===== config.mk =====
export PLATFORM = sky130hd
export DESIGN_NAME = hazard_stall_unit_flat
export DESIGN_NICKNAME = d
export VERILOG_FILES = /design/src/rtl/rv32iv_pkg.sv /design/src/rtl/hazard_stall_unit_if.sv /design/src/rtl/sat_counter.sv /design/src/rtl/hazard_stall_unit.sv /design/src/flat_wrapper.sv
export SDC_FILE = /design/constraint.sdc
export NUM_CORES = 1
export LEC_CHECK = 0
export CAP_MARGIN = 20
export CORE_AREA = 10 10 81 83
export CTS_BUF_LIST = sky130_fd_sc_hd__clkbuf_8
export DETAILED_ROUTE_END_ITERATION = 10
export DIE_AREA = 0 0 91 93
export GPL_TIMING_DRIVEN = 0
export PLACE_DENSITY_LB_ADDON = 0.08
export RECOVER_POWER = 100
export SLEW_MARGIN = 20
export SYNTH_ARGS = -nofsm -noshare
export SYNTH_HDL_FRONTEND = slang
export SYNTH_SLANG_ARGS = --single-unit

===== constraint.sdc =====
create_clock -name clk_i -period 5.76 [get_ports clk_i]
set_input_delay 0.864 -clock clk_i [delete_from_list [all_inputs] [get_ports clk_i]]
set_output_delay 0.864 -clock clk_i [all_outputs]
set_load 0.02 [all_outputs]

===== src/rtl/rv32iv_pkg.sv =====
// Shared RV32IV core definitions: hazard-unit FSM states and common constants.
package rv32iv_pkg;

  typedef enum logic {
    RUN      = 1'b0,
    VEC_BUSY = 1'b1
  } hsu_state_t;

  localparam logic [4:0] REG_ZERO        = 5'd0;
  localparam int         VEC_LAT_DEFAULT = 4;
  localparam int         STAT_W_DEFAULT  = 16;

endpackage : rv32iv_pkg


===== src/rtl/hazard_stall_unit_if.sv =====
// ID-stage hazard bus: register/flag inputs from the pipeline and the
// stall/flush controls plus the stall counter back to it.
interface hazard_stall_unit_if #(
  parameter int STAT_W = 16
);

  logic [4:0]        IFID_Rs1_i;
  logic [4:0]        IFID_Rs2_i;
  logic [4:0]        IDEX_Rd_i;
  logic              IDEX_MemRead_i;
  logic              IDEX_VecOp_i;
  logic              Branch_Taken_i;
  logic              Hazard_o;
  logic              PCWrite_o;
  logic              IFIDWrite_o;
  logic              IDEXWrite_o;
  logic              IFIDFlush_o;
  logic [STAT_W-1:0] StallCnt_o;

  // Pipeline side: supplies the ID/EX fields, consumes the controls.
  modport master (
    output IFID_Rs1_i, IFID_Rs2_i, IDEX_Rd_i, IDEX_MemRead_i,
           IDEX_VecOp_i, Branch_Taken_i,
    input  Hazard_o, PCWrite_o, IFIDWrite_o, IDEXWrite_o, IFIDFlush_o,
           StallCnt_o
  );

  // Hazard unit side.
  modport slave (
    input  IFID_Rs1_i, IFID_Rs2_i, IDEX_Rd_i, IDEX_MemRead_i,
           IDEX_VecOp_i, Branch_Taken_i,
    output Hazard_o, PCWrite_o, IFIDWrite_o, IDEXWrite_o, IFIDFlush_o,
           StallCnt_o
  );

endinterface : hazard_stall_unit_if


===== src/rtl/sat_counter.sv =====
// Generic saturating up-counter with increment enable and synchronous
// active-low clear; intended for performance counters.
module sat_counter #(
  parameter int WIDTH = 16
) (
  input  logic             clk_i,
  input  logic             clr_n_i,
  input  logic             inc_i,
  output logic [WIDTH-1:0] count_o
);

  logic [WIDTH-1:0] count_q;

  // Count up on enable, stick at all-ones; clear has priority.
  // NOTE: sequential state uses non-blocking (<=) so every flop samples
  // pre-edge values regardless of statement order.
  always_ff @(posedge clk_i) begin
    if (!clr_n_i) begin
      count_q <= '0;
    end else if (inc_i && (count_q != '1)) begin
      count_q <= count_q + WIDTH'(1);
    end
  end

  assign count_o = count_q;

endmodule : sat_counter


===== src/rtl/hazard_stall_unit.sv =====
// ID-stage hazard controller: load-use bubbles, front-end freeze while a
// multi-cycle vector op sits in EX, IF/ID squash on taken branches, and a
// saturating stall-cycle counter.
module hazard_stall_unit
  import rv32iv_pkg::*;
#(
  parameter int VEC_LAT = VEC_LAT_DEFAULT,
  parameter int STAT_W  = STAT_W_DEFAULT
) (
  input logic                clk_i,
  input logic                rst_n_i,
  hazard_stall_unit_if.slave bus
);

  // Hold counter needs to reach VEC_LAT-2; keep at least one bit.
  localparam int  CNT_W     = (VEC_LAT > 2) ? $clog2(VEC_LAT) : 1;
  localparam bit  VEC_HOLDS = (VEC_LAT > 1);
  localparam logic [CNT_W-1:0] CNT_INIT = VEC_HOLDS ? CNT_W'(VEC_LAT - 2) : '0;

  hsu_state_t       state_q, state_d;
  logic [CNT_W-1:0] cnt_q, cnt_d;

  logic load_use;
  logic vec_trig;
  logic hold_cycle;
  logic branch;
  logic hazard, pc_write, ifid_write, idex_write, ifid_flush;

  assign branch   = bus.Branch_Taken_i;
  assign vec_trig = VEC_HOLDS && bus.IDEX_VecOp_i;
  assign load_use = bus.IDEX_MemRead_i && (bus.IDEX_Rd_i != REG_ZERO) &&
                    ((bus.IDEX_Rd_i == bus.IFID_Rs1_i) ||
                     (bus.IDEX_Rd_i == bus.IFID_Rs2_i));
  // Busy with cycles still to go; the cnt==0 busy cycle is the release.
  assign hold_cycle = (state_q == VEC_BUSY) && (cnt_q != '0);

  // State and hold-counter registers; reset also abandons a pending hold.
  always_ff @(posedge clk_i) begin
    if (!rst_n_i) begin
      state_q <= RUN;
      cnt_q   <= '0;
    end else begin
      state_q <= state_d;
      cnt_q   <= cnt_d;
    end
  end

  // Next state: enter VEC_BUSY on an unpreempted trigger, count down, release.
  // NOTE: every combinational output gets a default first so no path leaves
  // it unassigned, which would otherwise infer a latch.
  always_comb begin
    state_d = state_q;
    cnt_d   = cnt_q;
    unique case (state_q)
      RUN: begin
        if (!branch && vec_trig) begin
          state_d = VEC_BUSY;
          cnt_d   = CNT_INIT;
        end
      end
      VEC_BUSY: begin
        if (cnt_q == '0) begin
          state_d = RUN;
        end else begin
          cnt_d = cnt_q - CNT_W'(1);
        end
      end
      default: begin
        state_d = RUN;
        cnt_d   = '0;
      end
    endcase
  end

  // Outputs: reset force, then hold, then branch > vector trigger > load-use.
  always_comb begin
    hazard     = 1'b0;
    pc_write   = 1'b1;
    ifid_write = 1'b1;
    idex_write = 1'b1;
    ifid_flush = 1'b0;
    if (!rst_n_i) begin
      hazard     = 1'b1;
      pc_write   = 1'b0;
      ifid_write = 1'b0;
      idex_write = 1'b0;
      ifid_flush = 1'b1;
    end else if (hold_cycle) begin
      pc_write   = 1'b0;
      ifid_write = 1'b0;
      idex_write = 1'b0;
    end else if (branch) begin
      hazard     = 1'b1;
      ifid_flush = 1'b1;
    end else if ((state_q == RUN) && vec_trig) begin
      pc_write   = 1'b0;
      ifid_write = 1'b0;
      idex_write = 1'b0;
    end else if (load_use) begin
      hazard     = 1'b1;
      pc_write   = 1'b0;
      ifid_write = 1'b0;
    end
  end

  assign bus.Hazard_o    = hazard;
  assign bus.PCWrite_o   = pc_write;
  assign bus.IFIDWrite_o = ifid_write;
  assign bus.IDEXWrite_o = idex_write;
  assign bus.IFIDFlush_o = ifid_flush;

  // Stall cycles are exactly the cycles with the PC frozen.
  sat_counter #(
    .WIDTH(STAT_W)
  ) u_stall_cnt (
    .clk_i  (clk_i),
    .clr_n_i(rst_n_i),
    .inc_i  (!pc_write),
    .count_o(bus.StallCnt_o)
  );

  // EX holds a vector op during hold cycles, so a taken branch is impossible.
  a_no_branch_in_hold : assert property (
    @(posedge clk_i) disable iff (!rst_n_i) !(hold_cycle && branch)
  );

endmodule : hazard_stall_unit


===== src/flat_wrapper.sv =====
// flat-port wrapper written by rule: the top's interface ports become plain ports
module hazard_stall_unit_flat import rv32iv_pkg::*;
#(
  parameter int VEC_LAT = VEC_LAT_DEFAULT,
  parameter int STAT_W  = STAT_W_DEFAULT
)
  (clk_i, rst_n_i, bus_IFID_Rs1_i, bus_IFID_Rs2_i, bus_IDEX_Rd_i, bus_IDEX_MemRead_i, bus_IDEX_VecOp_i, bus_Branch_Taken_i, bus_Hazard_o, bus_PCWrite_o, bus_IFIDWrite_o, bus_IDEXWrite_o, bus_IFIDFlush_o, bus_StallCnt_o);
  hazard_stall_unit_if #(.STAT_W(STAT_W)) bus_i ();
  input logic clk_i;
  input logic rst_n_i;
  input wire logic [$bits(bus_i.IFID_Rs1_i)-1:0] bus_IFID_Rs1_i;
  input wire logic [$bits(bus_i.IFID_Rs2_i)-1:0] bus_IFID_Rs2_i;
  input wire logic [$bits(bus_i.IDEX_Rd_i)-1:0] bus_IDEX_Rd_i;
  input wire logic [$bits(bus_i.IDEX_MemRead_i)-1:0] bus_IDEX_MemRead_i;
  input wire logic [$bits(bus_i.IDEX_VecOp_i)-1:0] bus_IDEX_VecOp_i;
  input wire logic [$bits(bus_i.Branch_Taken_i)-1:0] bus_Branch_Taken_i;
  output wire logic [$bits(bus_i.Hazard_o)-1:0] bus_Hazard_o;
  output wire logic [$bits(bus_i.PCWrite_o)-1:0] bus_PCWrite_o;
  output wire logic [$bits(bus_i.IFIDWrite_o)-1:0] bus_IFIDWrite_o;
  output wire logic [$bits(bus_i.IDEXWrite_o)-1:0] bus_IDEXWrite_o;
  output wire logic [$bits(bus_i.IFIDFlush_o)-1:0] bus_IFIDFlush_o;
  output wire logic [$bits(bus_i.StallCnt_o)-1:0] bus_StallCnt_o;
  assign bus_i.IFID_Rs1_i = bus_IFID_Rs1_i;
  assign bus_i.IFID_Rs2_i = bus_IFID_Rs2_i;
  assign bus_i.IDEX_Rd_i = bus_IDEX_Rd_i;
  assign bus_i.IDEX_MemRead_i = bus_IDEX_MemRead_i;
  assign bus_i.IDEX_VecOp_i = bus_IDEX_VecOp_i;
  assign bus_i.Branch_Taken_i = bus_Branch_Taken_i;
  assign bus_Hazard_o = bus_i.Hazard_o;
  assign bus_PCWrite_o = bus_i.PCWrite_o;
  assign bus_IFIDWrite_o = bus_i.IFIDWrite_o;
  assign bus_IDEXWrite_o = bus_i.IDEXWrite_o;
  assign bus_IFIDFlush_o = bus_i.IFIDFlush_o;
  assign bus_StallCnt_o = bus_i.StallCnt_o;
  hazard_stall_unit #(.VEC_LAT(VEC_LAT), .STAT_W(STAT_W)) u_core (.clk_i(clk_i), .rst_n_i(rst_n_i), .bus(bus_i));
endmodule

# After elaboration in Yosys (flattened, before gate mapping)
# Index checks and enable logic that the tools add are counted.
[classes]
add_sub_neg = 2
n_eq_ne = 5
n_mux = 23
bitwise_logic = 1
n_reduce_logical = 13
[op_table]
columns = ["op", "count"]
rows = [
  ["$mux W1", 19],
  ["$add A16 B1 Y16 const B", 1],
  ["$ne A16 B16 Y1 const B", 1],
  ["$eq A5 B5 Y1", 2],
  ["$logic_and A1 B1 Y1", 6],
  ["$reduce_bool A5 Y1", 1],
  ["$mux W2", 2],
  ["$pmux W2 S2", 1],
  ["$logic_not A1 Y1", 2],
  ["$logic_not A2 Y1", 1],
  ["$ne A2 B1 Y1 const B", 1],
  ["$ne A2 B2 Y1 const B", 1],
  ["$pmux W1 S2", 1],
  ["$reduce_and A2 Y1", 1],
  ["$reduce_bool A2 Y1", 1],
  ["$sub A2 B1 Y2 const B", 1],
  ["$logic_or A1 B1 Y1", 1],
  ["$not A1 Y1", 1],
]
[totals]
reg_bits = 19
inputBits = 20
out_inout_bits = 21
elab_cells = 47

# Logic depth before layout (Yosys ltp)
[logic_depth]
depth_word = 10
depth_mapped = 10

# By module
# Synthesis repeated with hierarchy kept, for this count alone.
[unflattened]
cells_unflattened = 138
area_unflattened_um2 = 1149.9
[by_module_without_submodules]
columns = ["mod", "instances", "cells_each", "area_per_inst_um2", "seq_area_each_um2"]
rows = [
  ["sat_counter", 1, 97, 837.1, 320.3],
  ["hazard_stall_unit", 1, 41, 312.8, 60.1],
]

# Worst setup path before layout
# OpenSTA, ideal clock, no wires.
[synth_path]
path_kind = "input-to-output"
start = "in bus_IDEX_Rd_i[0]"
end = "out bus_PCWrite_o"
t_arrival_ns = 2.277
t_required_ns = 4.896
slack_ns = 2.619
stages = 5
cell_sequence = "or4_1 o21ai_0 nor2_1 a21oi_1 buf_4"
[synth_via]
elab_chain_len = 8
[synth_lines]
columns = ["element", "line", "source"]
rows = [
  ["start: declaration", "flat_wrapper.sv:13", "input wire logic [$bits(bus_i.IDEX_Rd_i)-1:0] bus_IDEX_Rd_i;"],
  ["$eq A5 B5 Y1 (tied with other cells)", "hazard_stall_unit.sv:32", "((bus.IDEX_Rd_i == bus.IFID_Rs1_i) ||"],
  ["$logic_or A1 B1 Y1 / $logic_and A1 B1 Y1 (equally long branches)", "hazard_stall_unit.sv:32, hazard_stall_unit.sv:31", ""],
  ["$logic_and A1 B1 Y1 *", "hazard_stall_unit.sv:31", "assign load_use = bus.IDEX_MemRead_i && (bus.IDEX_Rd_i != REG_ZERO) &&"],
  ["$mux W1 * (5 in series)", "--", ""],
  ["end: declaration", "flat_wrapper.sv:18", "output wire logic [$bits(bus_i.PCWrite_o)-1:0] bus_PCWrite_o;"],
]
# Every way passes the cells marked *; elsewhere a longest branch is shown, timed or not.

# Final worst setup path
[layout_path]
start = "in bus_IDEX_Rd_i[0]"
end = "out bus_PCWrite_o"
[layout_via]
elab_chain_len = 8
[layout_lines]
columns = ["element", "line", "source"]
rows = [
  ["$eq A5 B5 Y1 (tied with other cells)", "hazard_stall_unit.sv:32", ""],
  ["$logic_or A1 B1 Y1 / $logic_and A1 B1 Y1 (equally long branches)", "hazard_stall_unit.sv:32, hazard_stall_unit.sv:31", ""],
  ["$logic_and A1 B1 Y1 *", "hazard_stall_unit.sv:31", ""],
  ["$mux W1 *", "hazard_stall_unit.sv:99", "end else if (load_use) begin"],
  ["$mux W1 *", "hazard_stall_unit.sv:95", "end else if ((state_q == RUN) && vec_trig) begin"],
  ["$mux W1 *", "hazard_stall_unit.sv:92", "end else if (branch) begin"],
  ["$mux W1 *", "hazard_stall_unit.sv:88", "end else if (hold_cycle) begin"],
  ["$mux W1 *", "hazard_stall_unit.sv:82", "if (!rst_n_i) begin"],
]
# Marks and branches as above.

==> impl_metrics.csv <==
group,metric,value,unit
grt,antenna_found_initial,0,
detailed_routing,drcViolationCount,0,
cts,htree_levels,1,
pwr,ir_drop,125,uV
grt,grt.met3_usage,0.0240,
pwr,p_leak,0.603,nW
cts,path_clk_slew,0.08,ns
place,dpl_cell_area,0.00159,mm2
timing,tns,0,ns
grt,globalRouteMet1Util,0.104,
cts,clockRootBuffer,"clkbuf_8",
worst_setup_path,arrival,3.36,ns
worst_setup_path,crit_path_max_fanout,3,
hold_path,hp-class,"reg -> reg",
worst_setup_path,start_kind,"input port",
timing,slew_headroom,0.676,
grt,globalRouteTotalUtil,0.0857,
timing,fin_ws,1.53,ns
worst_setup_path,rr_worst_depth,9,
worst_setup_path,criticalPathCategory,"in -> out",
cts,cts_setup_buffers,0,
detailed_routing,num_vias,1154,
logic_synthesis,syn_nets,159,
timing,fin_hold_ws,0.498,ns
floorplanning,ioPinCount,41,
worst_setup_path,reg2reg_to,"u_core.u_stall_cnt.count_o[1]$_SDFFE_PN0P_",
logic_synthesis,syn_area,0.00110,mm2
timing,tightest_slew,0.486,ns
place,place_congestion,0.720,
logic_synthesis,synth_compound_area_frac,0.188,
floorplanning,die_w,91,um
grt,met2_usage,0.138,
logic_synthesis,synth.lib_cells_used.distinct,31,
detailed_routing,drtIter0Drc,76,
cts,hold_buffers,0,
timing,post-route-period-util,0.734,
detailed_routing,wire_per_inst,13.9,um
hold_path,min_to,"u_core.u_stall_cnt.count_o[13]$_SDFFE_PN0P_",
run_status,status,"finished, final reports clean",
cells_and_area,nFillCells,565,
pwr,powerDensity,182,mW/mm2
detailed_routing,ant_nets,0,
floorplanning,die_h,93,um
detailed_routing,wl,3.50,mm
cells_and_area,post-route-cell-area,0.00162,mm2
flow_run,drv_cap,0,
place,io_buffers,40,
cells_and_area,final_common_cell,"dlygate4sd3_1",
grt,grt_max_degree,12,
cells_and_area,mostFrequentLayoutCells,"dlygate4sd3_1 (23), dfxtp_1 (19), clkdlybuf4s50_1 (17), a21oi_1 (15), nor2_1 (13)",
grt,top_usage_layer,"met2",
timing,timing.final.hold_violations,0,
logic_synthesis,yosys_warnings,0,
place,post-place-ws,1.66,ns
cts,cts_buffers,3,
cts,clk_latency,0.26,ns
detailed_routing,firstDrtPassIters,4,
logic_synthesis,synth_area_per_cell,8.04,um2
logic_synthesis,ys_seq_area_frac,0.345,
cts,cts.sinks,19,
hold_path,holdCritStartpoint,"u_core.u_stall_cnt.count_o[13]$_SDFFE_PN0P_",
logic_synthesis,muxShareOfSynthArea,0.00909,
logic_synthesis,synth_xor_area_frac,0.0875,
cells_and_area,syn_to_final_growth,47.2,%
timing,finalSetupViolations,0,
place,placed_cells,247,
logic_synthesis,ys_ff_latch,19,
logic_synthesis,async_flop_share,0,
logic_synthesis,synthFlopType,"dfxtp_1",
timing,drv_slew,0,
place,hpwl,2.72,mm
logic_synthesis,synth_top_family_by_area,"simple AND/OR/NAND/NOR gates",
worst_setup_path,timing.rr.start,"u_core.u_stall_cnt.count_o[0]$_SDFFE_PN0P_",
timing,skew,0.00918,ns
floorplanning,row_count,26,
logic_synthesis,synth_edf_count,0,
floorplanning,start_util,0.220,
hold_path,worstHoldPathCells,2,
floorplanning,core,0.00501,mm2
cts,cts_resized,0,
cells_and_area,instances_no_fill,251,
floorplanning,die_area,0.00846,mm2
logic_synthesis,synth-simple-area-share,0.292,
worst_setup_path,end_kind,"output pin",
cells_and_area,nets,204,
worst_setup_path,ff2ff_setup_slack,2.99,ns
worst_setup_path,crit_required,4.90,ns
cts,cts_tree,"yes",
cells_and_area,n_antenna_cell,0,
cts,cts_max_path_buffers,2,
timing,rsz0062_at_grt,"no",
grt,grt_pass1_vias,1144,
detailed_routing,viasPerCell,4.60,
timing,max_clock_freq,0.237,GHz
grt,grt_pass1_wl,5.90,mm
timing,period_needed,4.23,ns
logic_synthesis,synth_adder_area_share,0.0227,
logic_synthesis,synth_cells,137,
cells_and_area,drive_gt1_frac,0.0552,
grt,gr-total-overflow,0,
[metal layers]
| metal | up-vias | wire length [um] |
|---|---|---|
| met5 | - | 0 |
| met4 | 0 | 61 |
| met3 | 4 | 177 |
| met2 | 36 | 1630 |
| met1 | 532 | 1630 |
| li1 | 582 | - |
[Yosys cell counts, types with 2 or more instances]
| cell | instances | area [um2] |
|---|---|---|
| dfxtp_1 | 19 | 380 |
| a21oi_1 | 15 | 75.1 |
| nor2_1 | 13 | 48.8 |
| o21ai_0 | 12 | 60.1 |
| xor2_1 | 11 | 96.3 |
| nand3_1 | 10 | 50.1 |
| nand2_1 | 9 | 33.8 |
| or3_1 | 9 | 56.3 |
| inv_1 | 5 | 18.8 |
| or4_1 | 5 | 37.5 |
| o31ai_1 | 4 | 30.0 |
| and3_1 | 2 | 12.5 |
| and3_4 | 2 | 22.5 |
| buf_6 | 2 | 22.5 |
| ha_1 | 2 | 25.0 |
| nor3_1 | 2 | 10.0 |
[flip-flops by register name, indices dropped and copies added, names as in the netlist]
| name | count |
|---|---|
| u_core.u_stall_cnt.count_o | 16 |
| u_core.cnt_q | 2 |
| u_core.state_q | 1 |
[logic make-up (layout without fill, tap and decap cells)]
logic type                 after synthesis  after routing
AOI/OAI and AO/OA                       35             35
DFF                                     19             19
muxes                                    1              1
xor gates and xnor gates                11             11
and+or+nand+nor                         58             58
adders and majority gates                2              2
buffers and inverters                   11             55
[critical path, cell delays in order]
cell	delay, ns
dlygate4sd3_1	0.60
or4_1	0.54
o21ai_0	0.26
nor2_1	0.10
a21oi_1	0.20
buf_4	0.13
dlygate4sd3_1	0.67
[worst max path at each step]
stage / startpoint / to / slack [ns] / depth (start not counted)
floorplan: bus_IDEX_Rd_i[0] / bus_PCWrite_o / 2.62 / 5
global placement: bus_IDEX_Rd_i[0] / bus_PCWrite_o / 1.69 / 7
detailed placement: bus_IDEX_Rd_i[0] / bus_PCWrite_o / 1.66 / 7
CTS: bus_IDEX_Rd_i[0] / bus_PCWrite_o / 1.66 / 7
global route: bus_IDEX_Rd_i[0] / bus_PCWrite_o / 1.30 / 7
finish: bus_IDEX_Rd_i[0] / bus_PCWrite_o / 1.53 / 7
[final cells by class]
| cell class | count | area (um2) | area share |
|---|---|---|---|
| Buffer | 5 | 30.0 | 0.0185 |
| Sequential cell | 19 | 380 | 0.235 |
| Multi-Input combinational cell | 107 | 653 | 0.403 |
| Tap cell | 70 | 87.6 | 0.0541 |
| Clock inverter | 1 | 5.00 | 0.00309 |
| Timing Repair Buffer | 40 | 400 | 0.247 |
| Inverter | 6 | 22.5 | 0.0139 |
| Clock buffer | 3 | 41.3 | 0.0255 |
[power breakdown]
| group | internal [W] | switching (W) | total (W) |
|---|---|---|---|
| Combinational | 0.0000296 | 0.0000298 | 0.0000594 |
| Sequential | 0.000135 | 0.00000389 | 0.000139 |
| Clock | 0.0000482 | 0.0000481 | 0.0000963 |
| Total | 0.000213 | 0.0000818 | 0.000294 |
[through the flow]
stage,util,total power [W]
finish,0.323,0.000294
floorplan,-,0.000173
CTS,0.326,0.000304
global route,0.323,0.000312
detailed placement,0.317,0.000206
global placement,0.317,0.000205
(Power assumes the default switching activity.)
